`config.mk`:
```
export PLATFORM = sky130hd
export DESIGN_NAME = command_credit_arbiter_flat
export DESIGN_NICKNAME = d
export VERILOG_FILES = /design/src/rtl/command_credit_arbiter_pkg.sv /design/src/rtl/command_credit_arbiter_if.sv /design/src/rtl/command_credit_arbiter_rr.sv /design/src/rtl/command_credit_arbiter.sv /design/src/flat_wrapper.sv
export SDC_FILE = /design/constraint.sdc
export NUM_CORES = 1
export LEC_CHECK = 0
export ABC_CLOCK_PERIOD_IN_PS = 6000
export BUFFER_PORTS_ARGS = -buffer_cell sky130_fd_sc_hd__buf_2
export CORE_AREA = 5 5 137 139
export CTS_CLUSTER_DIAMETER = 80
export CTS_CLUSTER_SIZE = 16
export DETAILED_ROUTE_END_ITERATION = 8
export DIE_AREA = 0 0 142 144
export GPL_ROUTABILITY_DRIVEN = 0
export HOLD_SLACK_MARGIN = 0.02
export PLACE_DENSITY = 0.66
export SYNTH_ARGS = -nofsm -noshare
export SYNTH_HDL_FRONTEND = slang
export SYNTH_SLANG_ARGS = --single-unit
```
`constraint.sdc`:
```
create_clock -name clock -period 6 [get_ports clock]
set_input_delay 1.8 -clock clock [delete_from_list [all_inputs] [get_ports clock]]
set_output_delay 1.8 -clock clock [all_outputs]
set_load 0.01 [all_outputs]
```
`src/rtl/command_credit_arbiter_pkg.sv`:
```
// Shared types and helpers for the PSL command credit arbiter.
//   CreditInterfaceInput  : credit-side inputs (init pulse, room, response delta)
//   CreditInterfaceOutput : registered credit count presented to software/PSL glue
//   credit_next()         : one-edge credit update with saturation and error flag
package command_credit_arbiter_pkg;

    localparam int RESERVE_CREDITS_DEFAULT = 1;

    typedef logic [7:0] credit_t;

    typedef struct packed {
        logic       credit_init;
        credit_t    room;
        logic       rsp_valid;
        logic [8:0] rsp_credits;
    } CreditInterfaceInput;

    typedef struct packed {
        credit_t credits;
    } CreditInterfaceOutput;

    typedef struct packed {
        credit_t credits;
        logic    error;
    } credit_update_t;

    // Grant and response are folded into one 10-bit signed sum so a
    // simultaneous issue and return is never lost; the result saturates
    // to [0, room] and flags any clipping.
    function automatic credit_update_t credit_next(
        input credit_t             credits,
        input logic                grant,
        input CreditInterfaceInput cin
    );
        credit_update_t    r;
        logic signed [9:0] delta;
        logic signed [9:0] nxt;
        r.credits = credits;
        r.error   = 1'b0;
        delta     = cin.rsp_valid ? $signed({cin.rsp_credits[8], cin.rsp_credits}) : 10'sd0;
        nxt       = $signed({2'b00, credits}) - $signed({9'd0, grant}) + delta;
        if (cin.credit_init) begin
            r.credits = cin.room;
        end else if (nxt < 0) begin
            r.credits = '0;
            r.error   = 1'b1;
        end else if (nxt > $signed({2'b00, cin.room})) begin
            r.credits = cin.room;
            r.error   = 1'b1;
        end else begin
            r.credits = nxt[7:0];
        end
        return r;
    endfunction

endpackage

```
`src/rtl/command_credit_arbiter_if.sv`:
```
// Bus bundle between AFU command engines / PSL glue (master) and the arbiter (slave).
//   enabled, credit_init, room, rsp_valid, rsp_credits : credit control inputs
//   req_valid, req_cmd, req_ready                      : per-requester handshake
//   cmd_out_valid, cmd_out, cmd_out_src                : registered command to PSL
//   credits_out, credit_error                          : credit status
interface command_credit_arbiter_if
    import command_credit_arbiter_pkg::*;
#(
    parameter int NUM_REQ = 4,
    parameter int CMD_W   = 64
);
    localparam int IDX_W = (NUM_REQ > 1) ? $clog2(NUM_REQ) : 1;

    logic                     enabled;
    logic                     credit_init;
    credit_t                  room;
    logic                     rsp_valid;
    logic [8:0]               rsp_credits;
    logic [NUM_REQ-1:0]       req_valid;
    logic [NUM_REQ*CMD_W-1:0] req_cmd;
    logic [NUM_REQ-1:0]       req_ready;
    logic                     cmd_out_valid;
    logic [CMD_W-1:0]         cmd_out;
    logic [IDX_W-1:0]         cmd_out_src;
    CreditInterfaceOutput     credits_out;
    logic                     credit_error;

    modport master (
        output enabled, credit_init, room, rsp_valid, rsp_credits, req_valid, req_cmd,
        input  req_ready, cmd_out_valid, cmd_out, cmd_out_src, credits_out, credit_error
    );

    modport slave (
        input  enabled, credit_init, room, rsp_valid, rsp_credits, req_valid, req_cmd,
        output req_ready, cmd_out_valid, cmd_out, cmd_out_src, credits_out, credit_error
    );

endinterface

```
`src/rtl/command_credit_arbiter_rr.sv`:
```
// Combinational round-robin pick: first set bit of req_i at or after ptr_i.
//   req_i   : eligible requesters
//   ptr_i   : highest-priority index this cycle
//   grant_o : one-hot winner (zero if none)
//   idx_o   : encoded winner
//   any_o   : at least one requester eligible
module round_robin_arbiter #(
    parameter int NUM_REQ = 4,
    localparam int IDX_W  = (NUM_REQ > 1) ? $clog2(NUM_REQ) : 1
) (
    input  logic [NUM_REQ-1:0] req_i,
    input  logic [IDX_W-1:0]   ptr_i,
    output logic [NUM_REQ-1:0] grant_o,
    output logic [IDX_W-1:0]   idx_o,
    output logic               any_o
);
    logic [IDX_W-1:0] cand;

    always_comb begin
        grant_o = '0;
        idx_o   = '0;
        any_o   = 1'b0;
        cand    = '0;
        for (int unsigned off = 0; off < NUM_REQ; off++) begin
            cand = IDX_W'((32'(ptr_i) + off) % NUM_REQ);
            if (!any_o && req_i[cand]) begin
                any_o         = 1'b1;
                idx_o         = cand;
                grant_o[cand] = 1'b1;
            end
        end
    end

endmodule

```
`src/rtl/command_credit_arbiter.sv`:
```
// Shares PSL command credits among NUM_REQ command sources, round-robin,
// and registers the winning command toward the PSL command bus.
//   clock, reset : single clock, synchronous active-high reset
//   bus (slave)  : credit control, requester handshake, registered command
//                  output and credit status (see command_credit_arbiter_if)
module command_credit_arbiter
    import command_credit_arbiter_pkg::*;
#(
    parameter int NUM_REQ         = 4,
    parameter int CMD_W           = 64,
    parameter int RESERVE_CREDITS = RESERVE_CREDITS_DEFAULT
) (
    input  logic                     clock,
    input  logic                     reset,
    command_credit_arbiter_if.slave  bus
);
    localparam int IDX_W = (NUM_REQ > 1) ? $clog2(NUM_REQ) : 1;

    typedef struct packed {
        credit_t          credits;
        logic [IDX_W-1:0] rr_ptr;
        logic             error;
    } ArbiterCreditState;

    ArbiterCreditState   state_q, state_d;
    logic                cmd_out_valid_q, cmd_out_valid_d;
    logic [CMD_W-1:0]    cmd_out_q, cmd_out_d;
    logic [IDX_W-1:0]    cmd_out_src_q, cmd_out_src_d;

    logic [NUM_REQ-1:0]  eligible;
    logic [NUM_REQ-1:0]  grant_onehot;
    logic [IDX_W-1:0]    grant_idx;
    logic                grant_any;
    logic                do_grant;
    logic [CMD_W-1:0]    cmd_sel;
    CreditInterfaceInput cin;
    credit_update_t      upd;

    // Requester 0 may spend the reserved credits; everyone else must leave them.
    assign eligible = bus.req_valid &
                      {{(NUM_REQ-1){state_q.credits > credit_t'(RESERVE_CREDITS)}},
                       (state_q.credits != '0)};

    round_robin_arbiter #(.NUM_REQ(NUM_REQ)) u_rr (
        .req_i   (eligible),
        .ptr_i   (state_q.rr_ptr),
        .grant_o (grant_onehot),
        .idx_o   (grant_idx),
        .any_o   (grant_any)
    );

    assign do_grant      = bus.enabled & grant_any & ~bus.credit_init & ~reset;
    assign bus.req_ready = do_grant ? grant_onehot : '0;

    assign cin = '{credit_init: bus.credit_init, room: bus.room,
                   rsp_valid: bus.rsp_valid, rsp_credits: bus.rsp_credits};
    assign upd = credit_next(state_q.credits, do_grant, cin);

    always_comb begin
        cmd_sel = '0;
        for (int unsigned i = 0; i < NUM_REQ; i++) begin
            if (grant_onehot[i]) begin
                cmd_sel = bus.req_cmd[i*CMD_W +: CMD_W];
            end
        end
    end

    always_comb begin
        state_d         = state_q;
        cmd_out_valid_d = do_grant;
        cmd_out_d       = cmd_out_q;
        cmd_out_src_d   = cmd_out_src_q;

        state_d.credits = upd.credits;
        state_d.error   = bus.credit_init ? 1'b0 : (state_q.error | upd.error);

        if (do_grant) begin
            state_d.rr_ptr = (grant_idx == IDX_W'(NUM_REQ - 1)) ? '0 : grant_idx + 1'b1;
            cmd_out_d      = cmd_sel;
            cmd_out_src_d  = grant_idx;
        end
    end

    always_ff @(posedge clock) begin
        if (reset) begin
            state_q         <= '0;
            cmd_out_valid_q <= 1'b0;
            cmd_out_q       <= '0;
            cmd_out_src_q   <= '0;
        end else begin
            state_q         <= state_d;
            cmd_out_valid_q <= cmd_out_valid_d;
            cmd_out_q       <= cmd_out_d;
            cmd_out_src_q   <= cmd_out_src_d;
        end
    end

    assign bus.cmd_out_valid       = cmd_out_valid_q;
    assign bus.cmd_out             = cmd_out_q;
    assign bus.cmd_out_src         = cmd_out_src_q;
    assign bus.credits_out.credits = state_q.credits;
    assign bus.credit_error        = state_q.error;

endmodule
```
`src/flat_wrapper.sv`:
```
// flat-port wrapper written by rule: the top's interface ports become plain ports
module command_credit_arbiter_flat import command_credit_arbiter_pkg::*;
#(
    parameter int NUM_REQ         = 4,
    parameter int CMD_W           = 64,
    parameter int RESERVE_CREDITS = RESERVE_CREDITS_DEFAULT
)
  (clock, reset, bus_enabled, bus_credit_init, bus_room, bus_rsp_valid, bus_rsp_credits, bus_req_valid, bus_req_cmd, bus_req_ready, bus_cmd_out_valid, bus_cmd_out, bus_cmd_out_src, bus_credits_out, bus_credit_error);
  command_credit_arbiter_if #(.NUM_REQ(NUM_REQ), .CMD_W(CMD_W)) bus_i ();
  input  logic clock;
  input  logic reset;
  input wire logic [$bits(bus_i.enabled)-1:0] bus_enabled;
  input wire logic [$bits(bus_i.credit_init)-1:0] bus_credit_init;
  input wire logic [$bits(bus_i.room)-1:0] bus_room;
  input wire logic [$bits(bus_i.rsp_valid)-1:0] bus_rsp_valid;
  input wire logic [$bits(bus_i.rsp_credits)-1:0] bus_rsp_credits;
  input wire logic [$bits(bus_i.req_valid)-1:0] bus_req_valid;
  input wire logic [$bits(bus_i.req_cmd)-1:0] bus_req_cmd;
  output wire logic [$bits(bus_i.req_ready)-1:0] bus_req_ready;
  output wire logic [$bits(bus_i.cmd_out_valid)-1:0] bus_cmd_out_valid;
  output wire logic [$bits(bus_i.cmd_out)-1:0] bus_cmd_out;
  output wire logic [$bits(bus_i.cmd_out_src)-1:0] bus_cmd_out_src;
  output wire logic [$bits(bus_i.credits_out)-1:0] bus_credits_out;
  output wire logic [$bits(bus_i.credit_error)-1:0] bus_credit_error;
  assign bus_i.enabled = bus_enabled;
  assign bus_i.credit_init = bus_credit_init;
  assign bus_i.room = bus_room;
  assign bus_i.rsp_valid = bus_rsp_valid;
  assign bus_i.rsp_credits = bus_rsp_credits;
  assign bus_i.req_valid = bus_req_valid;
  assign bus_i.req_cmd = bus_req_cmd;
  assign bus_req_ready = bus_i.req_ready;
  assign bus_cmd_out_valid = bus_i.cmd_out_valid;
  assign bus_cmd_out = bus_i.cmd_out;
  assign bus_cmd_out_src = bus_i.cmd_out_src;
  assign bus_credits_out = bus_i.credits_out;
  assign bus_credit_error = bus_i.credit_error;
  command_credit_arbiter #(.NUM_REQ(NUM_REQ), .CMD_W(CMD_W), .RESERVE_CREDITS(RESERVE_CREDITS)) u_core (.clock(clock), .reset(reset), .bus(bus_i));
endmodule
```
==> results by stage, run 1 <==
Route:
- Dividing the detail-routed wire length by the instance count gives 20.3 um.
- After detailed routing, the number of remaining DRC violations is 0.
- In the routed layout, each cell is associated on average with a via count of ~5.4.
- For this block, the initial DRC count from the detailed router was about 630.
- Once detail routing completed, the nets flagged for antenna violations numbered 0.
- For this block, the routed nets add up to 25,600 um of wire.
- Before antenna repair, the detailed router went through 5 iterations.
- The number of vias after detailed routing is just under 7,000.

STA:
- The worst slew slack as a fraction of its limit is between 40% and 50%.
- The worst setup slack after layout is around 0.12 ns.
- Setup violations remaining at the end of the flow were counted as 0.
- On the final layout, the worst hold slack is roughly 0.48 ns.
- For the pin with the worst max-slew slack, the measured transition is ~0.84 ns.
- The worst clock skew is 0.00935 ns.
- The minimum clock period after layout is approximately 6 ns.
- The top achievable clock speed is between 0.15 and 0.2 GHz.
- The final-report max-slew violation count is 0.
- The setup TNS is 0 ns.
- The number of hold violations in the final report is 0.
- The post-route clock period utilization is around 98%.

Layout:
- Of the cells placed in the final design, the portion with a size suffix greater than 1 is between 40 and 50%.
- Compared with the post-synthesis result, the final layout area differs by 41.4%.
- At the end of the flow the core is filled with cells to ~45%.
- The final layout contains 1,333 nets.

Setup path:
- In this design, the stage delay of the slowest critical-path cell is approximately 0.47 ns.
- Setup slack on the worst reg-to-reg path comes out at approximately 0.57 ns.
- The setup path with the least slack is of type primary input to register.
- The startpoint of the worst-slack reg-to-reg timing path is u_core.bus.credits_out[6]$_SDFF_PP0_.
- The endpoint kind of the worst setup timing path is a register.
- In this design, the critical path's most frequently occurring cell is sky130_fd_sc_hd__ha_1.
- On the critical path, the stage with the largest delay is an instance of sky130_fd_sc_hd__or4_1.
- The terminus of the critical flop-to-flop path is u_core.bus.credits_out[0]$_SDFF_PP0_.
- The number of cells on the worst reg-to-reg path is 23.
- The required time of the critical path is between 6 and 7 ns.
- The worst setup path is launched from a primary input.
- The highest net fanout along the worst path is 3.
- Data arrives at the worst endpoint at about 6.2 ns.
- The signal on the critical path passes through buf_2 -> mux2_2 -> o21ai_4 -> nand4_1 -> nand3_2 -> inv_2 -> ha_1 -> ha_1 -> inv_1 -> ha_1 -> a21o_1 -> a21oi_2 -> nor2b_2 -> o31ai_2 -> nand2b_1 -> a21oi_2 -> xnor2_2 -> ha_1 -> nand4_1 -> nor2_1 -> a221o_1 -> a21o_1 -> or4_1 -> a31oi_1.

Synthesis:
- Yosys printed 0 warnings.
- The flip-flop and latch count after synthesis is 78.
- By area the synthesized netlist is led by sky130_fd_sc_hd__dfxtp_1 (28%), sky130_fd_sc_hd__a221o_1 (12%), sky130_fd_sc_hd__a22o_1 (10%).
- Synthesis produced just under 700 cells.
- Of all cell types, the one taking the most synthesized area is sky130_fd_sc_hd__dfxtp_1.
- In this run the mean area of a mapped cell was ~8.2 um^2.
- Sequential cells were found to cover about 28% of the synthesized design area.
- The number of synthesized flops with an enable pin is 0.
- The most used flip-flop cell after synthesis is sky130_fd_sc_hd__dfxtp_1.
- Summing every instance area after synthesis gives approximately 0.0056 mm^2.
- The proportion of netlist area held by the largest area contributor is 28.0%.
- sky130_fd_sc_hd__nand2_1 is the most common cell in the netlist.
- The number of distinct library cell variants in the gate-level netlist after synthesis is 55.
- After synthesis, the most frequently instantiated cells are sky130_fd_sc_hd__nand2_1 (146), sky130_fd_sc_hd__dfxtp_1 (78), sky130_fd_sc_hd__a221o_1 (67), sky130_fd_sc_hd__a22o_1 (65), sky130_fd_sc_hd__o21ai_0 (65).
- Counting every net in the synthesized netlist gives 994.
- The fraction of registers with async set or reset after synthesis is 0%.

Run:
- The tool flagged a number of max-cap violations equal to 0.

Die:
- The number of top-level pins is 362.
- In this run the vertical extent of the chip is between 100 and 150 um.
- In this run the core area contains between 40 and 50 standard-cell rows.
- The die width is about 140 um.
- The initial standard-cell utilization of the core is 31.8%.
- The floorplan step defined a die boundary enclosing 0.0204 mm^2.
- The total core area is between 0.015 and 0.02 mm^2.

Placement:
- The half-perimeter wire length of the detailed placement result is approximately 20,000 um.
- The total of buffers placed on input and output ports is around 360.
- At the placement stage, the worst setup path has a slack of -0.305 ns.

Global route:
- The initial antenna violation count is 10.
- The largest net degree at the start of global routing is 86.
- The wire length of the first global-routing pass is 37,400 um.
- The overall overflow remaining after global route is 0.
- The via count of the first global-routing pass is between 6,000 and 7,000.
- Across every metal layer, demand over resource in global routing totals between 20% and 30%.

CTS:
- The tree is rooted in a sky130_fd_sc_hd__clkbuf_16.
- The clock-pin slew reported for the worst setup and hold paths after clock tree synthesis is 0.06 ns.
- TritonCTS built the clock tree.
- The clock passes through at most 2 buffers.
- The tree built by TritonCTS fans out to 78 sinks.
- The clock reaches the later pin of the worst-skew pair after about 0.34 ns.
- The number of buffers created by CTS is 9.
- The H-tree generated during clock tree synthesis spans 3 levels.

Min path:
- The tightest min-delay check is of the register to register type.
- The instance count along the most critical hold path is 1.
- The launch instance of the worst min-delay path is u_core.bus.credit_error$_SDFF_PP0_.
- The sink of the worst hold path is u_core.bus.credit_error$_SDFF_PP0_.

Pwr:
- In this run the static leakage power is about 0.004 uW.
- Combinational logic burns between 50% and 60% of the power.
- The switching share of total power is between 40 and 50%.
- The power share of the clock group is a little over a fifth.
- Of the total power, registers draw 28.1%.
- For this design the ratio of total power to cell area is approximately 310 mW/mm^2.
- The switching power is 1040 uW.
- The worst supply voltage drop on vdd is 0.183 mV.
- The internal portion of the total power is 1430 uW.

Status:
- The flow ran to the end, and the final reports show no timing, DRC or antenna violations.
[placed cells by master (no fill, tap or decap), drive strengths merged, types with 3 or more instances in the layout]
| cell type | synthesis | routed |
|---|---|---|
| ha | 28 | 28 |
| nor4 | 3 | 3 |
| or4 | 4 | 4 |
| buf | 55 | 389 |
| o21ai | 80 | 80 |
| a21o | 9 | 9 |
| xnor2 | 6 | 6 |
| o22ai | 5 | 5 |
| and3 | 3 | 3 |
| mux2i | 3 | 3 |
| a221o | 67 | 67 |
| inv | 22 | 23 |
| mux2 | 7 | 7 |
| dfxtp | 78 | 78 |
| nand2b | 3 | 3 |
| clkbuf | 6 | 10 |
| o21a | 3 | 3 |
| nor2 | 21 | 21 |
| a22o | 65 | 65 |
| and2 | 11 | 11 |
| xor2 | 5 | 5 |
| clkinv | 0 | 3 |
| a31oi | 3 | 3 |
| nand2 | 146 | 146 |
| a21oi | 10 | 10 |
| nand3 | 5 | 5 |
| nor2b | 4 | 4 |
| nand4b | 4 | 4 |
| a32o | 6 | 6 |
| diode | 0 | 6 |
[state kept, by name (all words and copies together) (netlist names)]
name,flops
u_core.bus.credits_out,8
u_core.bus.cmd_out_valid,1
u_core.bus.cmd_out_src,2
u_core.bus.credit_error,1
u_core.state_q,2
u_core.bus.cmd_out,64
[final cells by class]
| type | instances | area (um^2) |
|---|---|---|
| Clock inverter | 5 | 35.0 |
| Tap cell | 229 | 287 |
| Fill cell | 1783 | 9650 |
| Inverter | 22 | 82.6 |
| Timing Repair Buffer | 389 | 2030 |
| Antenna cell | 6 | 15.0 |
| Clock buffer | 10 | 239 |
| Sequential cell | 78 | 1560 |
| Multi-Input combinational cell | 522 | 3640 |
[power groups by stage]
stage,Combinational (uW),Clock (uW),Sequential [uW]
floorplan,791,0,730
global placement,1220,0,701
detailed placement,1230,0,704
CTS,1240,541,693
global route,1380,569,708
finish,1250,530,696
[through the flow]
step | instance area [um^2] | std cells | power (uW)
after floorplan | 5590 | 683 | 1520
after global placement | 7550 | 1239 | 1920
after detailed placement | 7550 | 1239 | 1930
after CTS | 7830 | 1254 | 2470
after global routing | 7890 | 1260 | 2660
final | 7890 | 1261 | 2480
[metal layers]
| layer | up-vias | GRT usage [%] | part of all wire [%] |
|---|---|---|---|
| met3 | 40 | 5.72 | 8.6 |
| li1 | 3237 | - | - |
| met1 | 3164 | 31.0 | 41 |
| met4 | 8 | 7.22 | 2.0 |
| met5 | - | 0 | 0.29 |
| met2 | 320 | 37.6 | 48 |
[cells by family after synthesis]
logic type | Yosys count | synth area share [%]
AO/OA/AOI/OAI | 262 | 37.0
XOR/XNOR | 11 | 1.73
adder cells (fa/ha/maj) | 29 | 6.64
buffers and inverters | 83 | 8.23
flip-flops | 78 | 28.0
multiplexers | 10 | 2.02
AND/OR/NAND/NOR | 210 | 16.4
[worst max-delay path, delay by kind of cell]
kind,cells,cell delay (ns)
mux,1,0.30
simple gates,7,1.10
buf+inv,3,0.22
compound gates,8,1.53
xor+xnor,1,0.10
fa+ha+maj,4,1.09
[timing repair]
item / CTS / global route
setup endpoints to repair: 0 / 9
setup buffers: 0 / 1
hold buffers: 0 / 0
resized for setup: 0 / 9
[how the worst max path moves through the flow]
stage | endpoint | slack [ns] | start
6_report | u_core.bus.credits_out[0]$_SDFF_PP0_ | 0.12 | bus_req_valid[3]
5_1_grt | u_core.bus.credits_out[0]$_SDFF_PP0_ | -0.08 | bus_req_valid[3]
4_1_cts | u_core.bus.credits_out[0]$_SDFF_PP0_ | 0.05 | bus_req_valid[3]
3_5_place_dp | u_core.bus.credits_out[0]$_SDFF_PP0_ | -0.30 | bus_req_valid[3]
3_3_place_gp | u_core.bus.credits_out[0]$_SDFF_PP0_ | -0.17 | bus_req_valid[3]
2_1_floorplan | u_core.bus.credits_out[1]$_SDFF_PP0_ | 0.003 | bus_req_valid[3]
Note: power is estimated with default switching activity, not from simulation.
==> run 2, diff against run 1 <==
--- a/config.mk
+++ b/config.mk
@@ -5,7 +5,7 @@
 export SDC_FILE = /design/constraint.sdc
 export NUM_CORES = 1
 export LEC_CHECK = 0
-export ABC_CLOCK_PERIOD_IN_PS = 6000
+export ABC_CLOCK_PERIOD_IN_PS = 5170
 export BUFFER_PORTS_ARGS = -buffer_cell sky130_fd_sc_hd__buf_2
 export CORE_AREA = 5 5 137 139
 export CTS_CLUSTER_DIAMETER = 80
==> constraint.sdc (replaced) <==
create_clock -name clock -period 5.17 [get_ports clock]
set_input_delay 1.551 -clock clock [delete_from_list [all_inputs] [get_ports clock]]
set_output_delay 1.551 -clock clock [all_outputs]
set_load 0.01 [all_outputs]
==> run 2 against run 1 <==
- sequential power up 14%
- register-to-register slack worse by 0.43 ns
- worst hold slack better by 0.0052 ns
- power up 18%
- clock skew down 0.00085 ns
- die area unchanged
- setup slack worse by 0.32 ns
- final cell count up 1.8%
- the flow now finishes with violations (negative setup slack)
- non-clock buffer count up 22
==> results by stage, run 2 (synthesis gave the netlist of run 1 again) <==
Status:
- The flow ran to the end, but the final reports show violations.
- The final reports fail on negative setup slack.

Die:
- The floorplan has around 50 rows.
- In this run the count of I/O pins placed on the die edge is 362.
- The core region is 0.0175 mm^2.
- The die covers 0.0204 mm^2.
- The initial utilization of the core area, before any placement, comes to 31.8%.
- The die width is between 100 and 150 um.
- The die boundary height is about 140 um.

CTS:
- The deepest level of the CTS H-tree is 3.
- The number of clock sinks is 78.
- The clock passes through at most 2 buffers.
- The clock-pin slew reported for the worst setup and hold paths after clock tree synthesis is roughly 0.060 ns.
- The library cell used as clock root buffer is sky130_fd_sc_hd__clkbuf_16.
- TritonCTS built the clock tree.
- The number of buffers created by CTS is 9.
- Hold repair after CTS inserted 0 buffers.
- The insertion delay to the later sink of the worst-skew pair is around 0.33 ns.

Route:
- Dividing the detail-routed wire length by the instance count gives 19.2 um.
- The detail route stage leaves a number of antenna-violating nets equal to 0.
- After detailed routing, the number of vias per cell comes to 5.27.
- The post-route DRC violation count is 0.
- The number of vias after detailed routing is between 6,000 and 7,000.
- The post-detailed-routing wire length is 24,600 um.
- For this block, the initial DRC count from the detailed router was 430.
- The count of TritonRoute iterations in the first routing pass is 5.

Pwr:
- VDD sags by at most approximately 0.21 mV.
- The analysis attributes to cell leakage a power of between 0.004 and 0.005 uW.
- The power share of the clock group is approximately a fifth.
- The total power divided by cell area is 359 mW/mm^2.
- The switching share of total power is around two fifths.
- The register share of total power is between 20 and 30%.
- Internal power comes to 1720 uW.
- The switching power is 1200 uW.
- The combinational share of power is roughly 52%.

Placement:
- Counting tap cells, the placed design contains a total of 1,257 instances.
- The placed instance area is between 0.007 and 0.008 mm^2.
- The HPWL after detailed placement is approximately 19,000 um.
- The count of buffers added on input and output ports is 361.

Global route:
- The global router's overall resource usage is roughly 22%.
- The via count of the first global-routing pass came to ~6,300.
- The initial antenna violation count is 6.
- Entering global routing, the biggest net connects between 100 and 150 pins.
- The overall overflow remaining after global route is 0.
- The wire length of the first global-routing pass is approximately 35,000 um.

Setup path:
- The highest net fanout along the worst path is 6.
- The worst setup path is of the primary input to register kind.
- STA classifies the critical path startpoint as a primary input.
- The startpoint of the worst-slack reg-to-reg timing path is u_core.bus.credits_out[6]$_SDFF_PP0_.
- STA puts the critical path data arrival time at roughly 5.6 ns.
- The setup check on the worst reg-to-reg path leaves a slack of 0.14 ns.
- The critical path starts at bus_req_valid[2].
- Data on the critical path is required at its endpoint by 5.39 ns.
- The endpoint kind of the worst setup timing path is a register.

STA:
- The minimum clock period after layout is 5.37 ns.
- Setup violations remaining at the end of the flow were counted as 9.
- The worst path uses 104% of the clock period.
- The worst clock skew is about 0.0085 ns.
- After routing, the total negative slack on setup checks comes to -1.43 ns.
- The top achievable clock speed is roughly 0.19 GHz.
- The actual transition at the worst max-transition pin is between 0.8 and 0.9 ns.
- The worst hold margin is a little under 0.5 ns.
- The number of hold violations in the final report is 0.
- Setup repair after global routing could not meet its margin everywhere.
- Across all setup checks in the final design, the least slack found is -0.199 ns.
- The final-report max-slew violation count is 0.
- In this run the tightest slew margin relative to its limit is between 40% and 50%.

Layout:
- The end-of-flow core utilization is a little under half.
- Of the cells placed in the final design, the portion with a size suffix greater than 1 is 44.6%.
- The area growth from synthesis to layout is 45.8%.
- The leading cell type in the layout, fill and taps excluded is sky130_fd_sc_hd__buf_2.
- Leaving out fill and tap cells, the most frequent cells in the layout are sky130_fd_sc_hd__buf_2 (359), sky130_fd_sc_hd__nand2_1 (146), sky130_fd_sc_hd__dfxtp_1 (77), sky130_fd_sc_hd__a221o_1 (65), sky130_fd_sc_hd__o21ai_0 (65).
- The finished layout holds roughly 1,300 standard cells, fillers aside.
- The final net count is around 1,400.
- The flip-flop count of the largest register after layout is 64.
- The finished layout cell area is about 0.008 mm^2.

Min path:
- The min-delay analysis places its worst path in the category register to register.
- The launch instance of the worst min-delay path is u_core.bus.credit_error$_SDFF_PP0_.

Run:
- The max-cap check violation count is 0.
-- run 2: repair_timing --
| item | CTS | global route |
|---|---|---|
| pin swaps | 13 | 14 |
| setup buffers | 5 | 1 |
| gates resized for setup | 8 | 4 |
| endpoints found under the hold margin | 0 | 0 |
| setup endpoints to repair | 9 | 13 |
-- run 2: worst paths after layout --
kind                                               end  cells after the start
hold / removal      u_core.bus.credit_error$_SDFF_PP0_                      1
setup / recovery  u_core.bus.credits_out[6]$_SDFF_PP0_                     25
hold reg to reg     u_core.bus.credit_error$_SDFF_PP0_                      1
setup reg to reg  u_core.bus.credits_out[6]$_SDFF_PP0_                     24
-- run 2: layer usage --
metal  global-route usage, %  up-vias  share of wire [%]
li1                        -     3286                  -
met1                    26.9     3121                 37
met2                    39.0      321                 52
met3                    4.79       35                8.8
met4                    6.46        2                2.1
met5                       0        -              0.081
-- run 2: worst max-delay path, stage by stage --
cell                       delay, ns
sky130_fd_sc_hd__buf_6          0.09
sky130_fd_sc_hd__mux2_4         0.28
sky130_fd_sc_hd__o21ai_4        0.06
sky130_fd_sc_hd__nand4_1        0.13
sky130_fd_sc_hd__nand3_2        0.12
sky130_fd_sc_hd__inv_4          0.04
sky130_fd_sc_hd__ha_4           0.16
sky130_fd_sc_hd__ha_4           0.27
sky130_fd_sc_hd__inv_4          0.04
sky130_fd_sc_hd__ha_4           0.20
sky130_fd_sc_hd__a21o_1         0.16
sky130_fd_sc_hd__a21oi_2        0.18
sky130_fd_sc_hd__nor2b_2        0.09
sky130_fd_sc_hd__o31ai_4        0.24
sky130_fd_sc_hd__nand2b_1       0.10
sky130_fd_sc_hd__a21oi_2        0.19
sky130_fd_sc_hd__xnor2_2        0.10
sky130_fd_sc_hd__ha_1           0.31
sky130_fd_sc_hd__nand4_1        0.07
sky130_fd_sc_hd__nor2_1         0.05
sky130_fd_sc_hd__a221o_1        0.33
sky130_fd_sc_hd__a21o_1         0.21
sky130_fd_sc_hd__buf_4          0.14
sky130_fd_sc_hd__a22o_4         0.24
sky130_fd_sc_hd__a32o_1         0.21
-- run 2: area by class of cell --
type                            count  area [um^2]
Tap cell                          229          287
Timing Repair Buffer              411         2210
Clock inverter                      3         21.3
Antenna cell                        7         17.5
Clock buffer                       12          246
Fill cell                        1757         9400
Multi-Input combinational cell    522         3710
Inverter                           22         87.6
Sequential cell                    78         1560
-- run 2: per-stage QoR --
| stage | power (uW) | setup slack (ns) |
|---|---|---|
| 6_report | 2920 | -0.199 |
| 4_1_cts | 2930 | -0.174 |
| 2_1_floorplan | 1780 | -0.355 |
| 3_5_place_dp | 2300 | -0.607 |
| 5_1_grt | 3130 | -0.383 |
| 3_3_place_gp | 2280 | -0.501 |
-- run 2: power groups by stage --
stage                     combinational (uW)  sequential, uW  clock, uW
final                                   1530             795        598
after global routing                    1680             808        644
after CTS                               1520             793        616
after detailed placement                1490             805          0
after global placement                  1480             802          0
after floorplan                          935             848          0
==> run 3, diff against run 2 <==
--- a/config.mk
+++ b/config.mk
@@ -5,16 +5,14 @@
 export SDC_FILE = /design/constraint.sdc
 export NUM_CORES = 1
 export LEC_CHECK = 0
-export ABC_CLOCK_PERIOD_IN_PS = 5170
+export ABC_CLOCK_PERIOD_IN_PS = 5900
 export BUFFER_PORTS_ARGS = -buffer_cell sky130_fd_sc_hd__buf_2
-export CORE_AREA = 5 5 137 139
-export CTS_CLUSTER_DIAMETER = 80
+export CORE_AREA = 5 5 139 141
 export CTS_CLUSTER_SIZE = 16
 export DETAILED_ROUTE_END_ITERATION = 8
-export DIE_AREA = 0 0 142 144
+export DIE_AREA = 0 0 144 146
 export GPL_ROUTABILITY_DRIVEN = 0
 export HOLD_SLACK_MARGIN = 0.02
-export PLACE_DENSITY = 0.66
 export SYNTH_ARGS = -nofsm -noshare
 export SYNTH_HDL_FRONTEND = slang
 export SYNTH_SLANG_ARGS = --single-unit
==> constraint.sdc (replaced) <==
create_clock -name clock -period 5.9 [get_ports clock]
set_input_delay 1.77 -clock clock [delete_from_list [all_inputs] [get_ports clock]]
set_output_delay 1.77 -clock clock [all_outputs]
set_load 0.01 [all_outputs]
==> run 3 against run 2 <==
- the run now ends clean
- clock power is 3% higher
- final cell count shrank 1.9%
- worst hold slack worse by 0.020 ns
- global-route usage grew 0.38 points
- sequential cell count unchanged
- via count shrank 2.6%
- clock skew up 0.0022 ns
- wire length rose by 1.8%
- critical path type unchanged
- critical endpoint is now u_core.bus.credits_out[0]$_SDFF_PP0_
- largest cell class unchanged
- highest routed layer unchanged
==> results by stage, run 3 (synthesis gave the netlist of run 1 again) <==
Layout:
- Leaving out fill and tap cells, the most frequent cells in the layout are sky130_fd_sc_hd__buf_2 (361), sky130_fd_sc_hd__nand2_1 (146), sky130_fd_sc_hd__dfxtp_1 (78).
- Counting the fill cells in the layout gives 1,848.
- 0 antenna diodes ended up in the layout.
- At the end of the flow, the number of nets in the layout was about 1,300.
- The storage element area is between 0.0015 and 0.002 mm^2.
- The area growth from synthesis to layout is 43.3%.
- The multi-input combinational cells in the finished layout cover a total of between 0.003 and 0.004 mm^2.
- Leaving out fill and tap cells, the most frequent cell in the layout is sky130_fd_sc_hd__buf_2.
- The post-route netlist has between 40% and 50% of its cells at a drive strength greater than 1.
- The flip-flop count of the largest register after layout is 64.
- The finished layout holds between 1,000 and 1,500 standard cells, fillers aside.

CTS:
- CTS built an H-tree with a depth of 3.
- The clock-pin slew reported for the worst setup and hold paths after clock tree synthesis is around 0.070 ns.
- The number of clock sinks is just under 80.
- TritonCTS built the clock tree.
- The count of hold-fix buffers inserted at cts is 0.
- The tree is rooted in a sky130_fd_sc_hd__clkbuf_16.
- The clock passes through at most 2 buffers.
- The number of clock buffers added by TritonCTS is 9.
- The insertion delay to the later sink of the worst-skew pair is 0.34 ns.

Placement:
- In this run, placement finished with an instance count of ~1,200.
- After legalization and detailed placement, the total HPWL measured 19,400 um.
- The count of buffers added on input and output ports is around 360.

Global route:
- The overall overflow remaining after global route is 0.
- The first global-routing pass estimated approximately 36,000 um of wire.
- The via count of the first global-routing pass came to ~6,200.
- Global routing used around 22% of the available tracks across all layers.
- Entering global routing, the biggest net connects 83 pins.
- The initial antenna violation count came to 4.

Setup path:
- The terminus of the critical flop-to-flop path is u_core.bus.credits_out[0]$_SDFF_PP0_.
- In this run the register-to-register setup slack is 0.58 ns.
- STA classifies the critical path startpoint as a primary input.
- The class of the most critical setup path is primary input to register.
- The startpoint of the worst-slack reg-to-reg timing path is u_core.bus.credits_out[6]$_SDFF_PP0_.
- On the critical path, the stage with the largest delay is an instance of sky130_fd_sc_hd__or4_1.
- The cell repeated most along the worst path is sky130_fd_sc_hd__a21o_1.
- STA puts the critical path data required time at slightly above 6 ns.
- The number of buffers and inverters on the critical path is 4.
- The number of cells on the worst reg-to-reg path is 23.
- Grouping stages by cell kind, the critical path spends the most delay in compound AO/OA/AOI/OAI gates.
- For the worst setup path, the data arrival time is ~6.0 ns.
- The capturing instance or port of the critical path is u_core.bus.credits_out[0]$_SDFF_PP0_.
- The source of the critical timing path is bus_req_valid[3].
- Counting buffers and inverters, the worst setup path is 23 cells deep.
- The critical path goes through buf_2 -> mux2_4 -> o21ai_2 -> nand4_1 -> nand3_2 -> inv_2 -> ha_4 -> ha_4 -> inv_2 -> ha_1 -> a21o_1 -> a21oi_2 -> buf_4 -> xnor2_2 -> ha_1 -> a21o_1 -> a21o_1 -> a21o_1 -> a21o_1 -> a221o_1 -> a21o_1 -> or4_1 -> a31oi_1.
- The endpoint kind of the worst setup timing path is a register.
- The highest net fanout along the worst path is 3.
- The maximum single-stage delay on the critical path is a little over 0.5 ns.

Die:
- The number of standard-cell rows in the floorplan is slightly below 50.
- The die width is between 100 and 150 um.
- The initial standard-cell utilization of the core is between 30% and 40%.
- The die boundary height is around 150 um.
- The full die area is 0.0210 mm^2.
- The number of top-level pins is 362.
- The total core area is 0.0178 mm^2.

Route:
- In the routed layout, each cell is associated on average with a via count of between 5 and 6.
- The count of nets left with antenna violations once routing finished came out at 0.
- The average wire per cell in the routed design is 19.9 um.
- For this run, the detailed router's first-pass iteration total came to 5.
- The post-route DRC violation count is 0.
- In this run, the number of DRC markers left after iteration 0 of detailed routing was 447.
- Summed over all layers, the routed wires come to about 25,000 um.
- The routed layout has 6,588 vias.

STA:
- Timing would allow up to ~0.17 GHz.
- The setup TNS is 0 ns.
- The post-route clock period utilization is 97.2%.
- The worst clock skew is about 0.011 ns.
- The final-report max-slew violation count is 0.
- In this run the tightest slew margin relative to its limit is about 45%.
- The minimum clock period after layout is around 5.7 ns.
- For the pin with the worst max-slew slack, the measured transition is between 0.8 and 0.9 ns.
- The number of hold violations in the final report came to 0.
- Setup violations remaining at the end of the flow were counted as 0.

Run:
- Max-cap violations in this run came to 0.

Status:
- The run finished with clean final reports.

Pwr:
- For this design the static power due to leakage is 0.00406 uW.
- The worst supply voltage drop on vdd is about 0.14 mV.
- Dividing total power by cell area gives a power density of roughly 330 mW/mm^2.

Min path:
- The worst hold path belongs to the class register to register.
run 3: cell types whose count changed in the layout (fill, tap and decap cells not counted), moves of 2 or more:
cell / before / now
sky130_fd_sc_hd__buf_4: 49 / 30
sky130_fd_sc_hd__diode_2: 7 / 0
sky130_fd_sc_hd__buf_2: 359 / 361
sky130_fd_sc_hd__buf_6: 2 / 0
sky130_fd_sc_hd__bufinv_16: 0 / 2
sky130_fd_sc_hd__ha_1: 24 / 26
sky130_fd_sc_hd__inv_2: 0 / 2
sky130_fd_sc_hd__inv_4: 2 / 0
run 3: what timing repair did:
action                     4_1_cts  5_1_grt
resized for setup                0       10
setup endpoints to repair        0        7
buffers inserted                 0        3
run 3: per-stage QoR:
stage	setup WS [ns]	hold slack (ns)	utilization, %	cell area [um^2]	total power (uW)
3_5_place_dp	-0.248	0.459	42.6	7600	1980
2_1_floorplan	0.00902	0.480	-	5610	1550
3_3_place_gp	-0.199	0.448	42.6	7600	1970
4_1_cts	0.106	0.480	44.4	7910	2600
5_1_grt	-0.0429	0.487	44.8	7990	2790
6_report	0.166	0.470	44.8	7990	2610
run 3: worst min-delay path by stage:
stage | start | to | slack (ns) | cells past startpoint
2_1_floorplan | u_core.bus.cmd_out_src[1]$_SDFFE_PP0P_ | u_core.bus.cmd_out_src[1]$_SDFFE_PP0P_ | 0.48 | 2
3_3_place_gp | u_core.bus.cmd_out_src[1]$_SDFFE_PP0P_ | u_core.bus.cmd_out_src[1]$_SDFFE_PP0P_ | 0.45 | 2
3_5_place_dp | u_core.bus.cmd_out_src[1]$_SDFFE_PP0P_ | u_core.bus.cmd_out_src[1]$_SDFFE_PP0P_ | 0.46 | 2
4_1_cts | u_core.bus.cmd_out_src[1]$_SDFFE_PP0P_ | u_core.bus.cmd_out_src[1]$_SDFFE_PP0P_ | 0.48 | 2
5_1_grt | u_core.bus.cmd_out_src[1]$_SDFFE_PP0P_ | u_core.bus.cmd_out_src[1]$_SDFFE_PP0P_ | 0.49 | 2
6_report | u_core.bus.cmd_out_src[1]$_SDFFE_PP0P_ | u_core.bus.cmd_out_src[1]$_SDFFE_PP0P_ | 0.47 | 2
run 3: worst reg2reg max path, stage by stage, from the launching register on:
cell and delay (ns):
sky130_fd_sc_hd__dfxtp_1 0.37, sky130_fd_sc_hd__or4_1 0.70, sky130_fd_sc_hd__buf_4 0.24, sky130_fd_sc_hd__o21ai_4 0.15
sky130_fd_sc_hd__nand4_1 0.16, sky130_fd_sc_hd__nand3_2 0.13, sky130_fd_sc_hd__inv_2 0.05, sky130_fd_sc_hd__ha_4 0.16
sky130_fd_sc_hd__ha_4 0.26, sky130_fd_sc_hd__inv_2 0.04, sky130_fd_sc_hd__ha_1 0.27, sky130_fd_sc_hd__a21o_1 0.16
sky130_fd_sc_hd__a21oi_2 0.16, sky130_fd_sc_hd__buf_4 0.15, sky130_fd_sc_hd__xnor2_2 0.11, sky130_fd_sc_hd__ha_1 0.27
sky130_fd_sc_hd__a21o_1 0.18, sky130_fd_sc_hd__a21o_1 0.17, sky130_fd_sc_hd__a21o_1 0.16, sky130_fd_sc_hd__a21o_1 0.17
sky130_fd_sc_hd__a221o_1 0.31, sky130_fd_sc_hd__a21o_1 0.21, sky130_fd_sc_hd__or4_1 0.51, sky130_fd_sc_hd__a31oi_1 0.13
run 3: power by group:
group / internal [uW] / switching (uW)
clock: 381 / 232
sequential: 630 / 72.4
combinational: 553 / 737
total: 1560 / 1040
run 3: layer usage:
metal	global-route usage, %	share of wire [%]	vias to the layer above
li1	-	-	3238
met1	28.0	39	3017
met2	38.3	50	284
met3	4.63	8.7	43
met4	7.11	2.4	6
met5	0	0.17	-
run 3: final cells by class:
| type | instances | share of cell area (%) |
|---|---|---|
| Sequential cell | 78 | 19.5 |
| Clock inverter | 3 | 0.861 |
| Inverter | 22 | 1.03 |
| Clock buffer | 12 | 3.08 |
| Timing Repair Buffer | 393 | 25.9 |
| Tap cell | 229 | 3.58 |
| Multi-Input combinational cell | 522 | 46.0 |
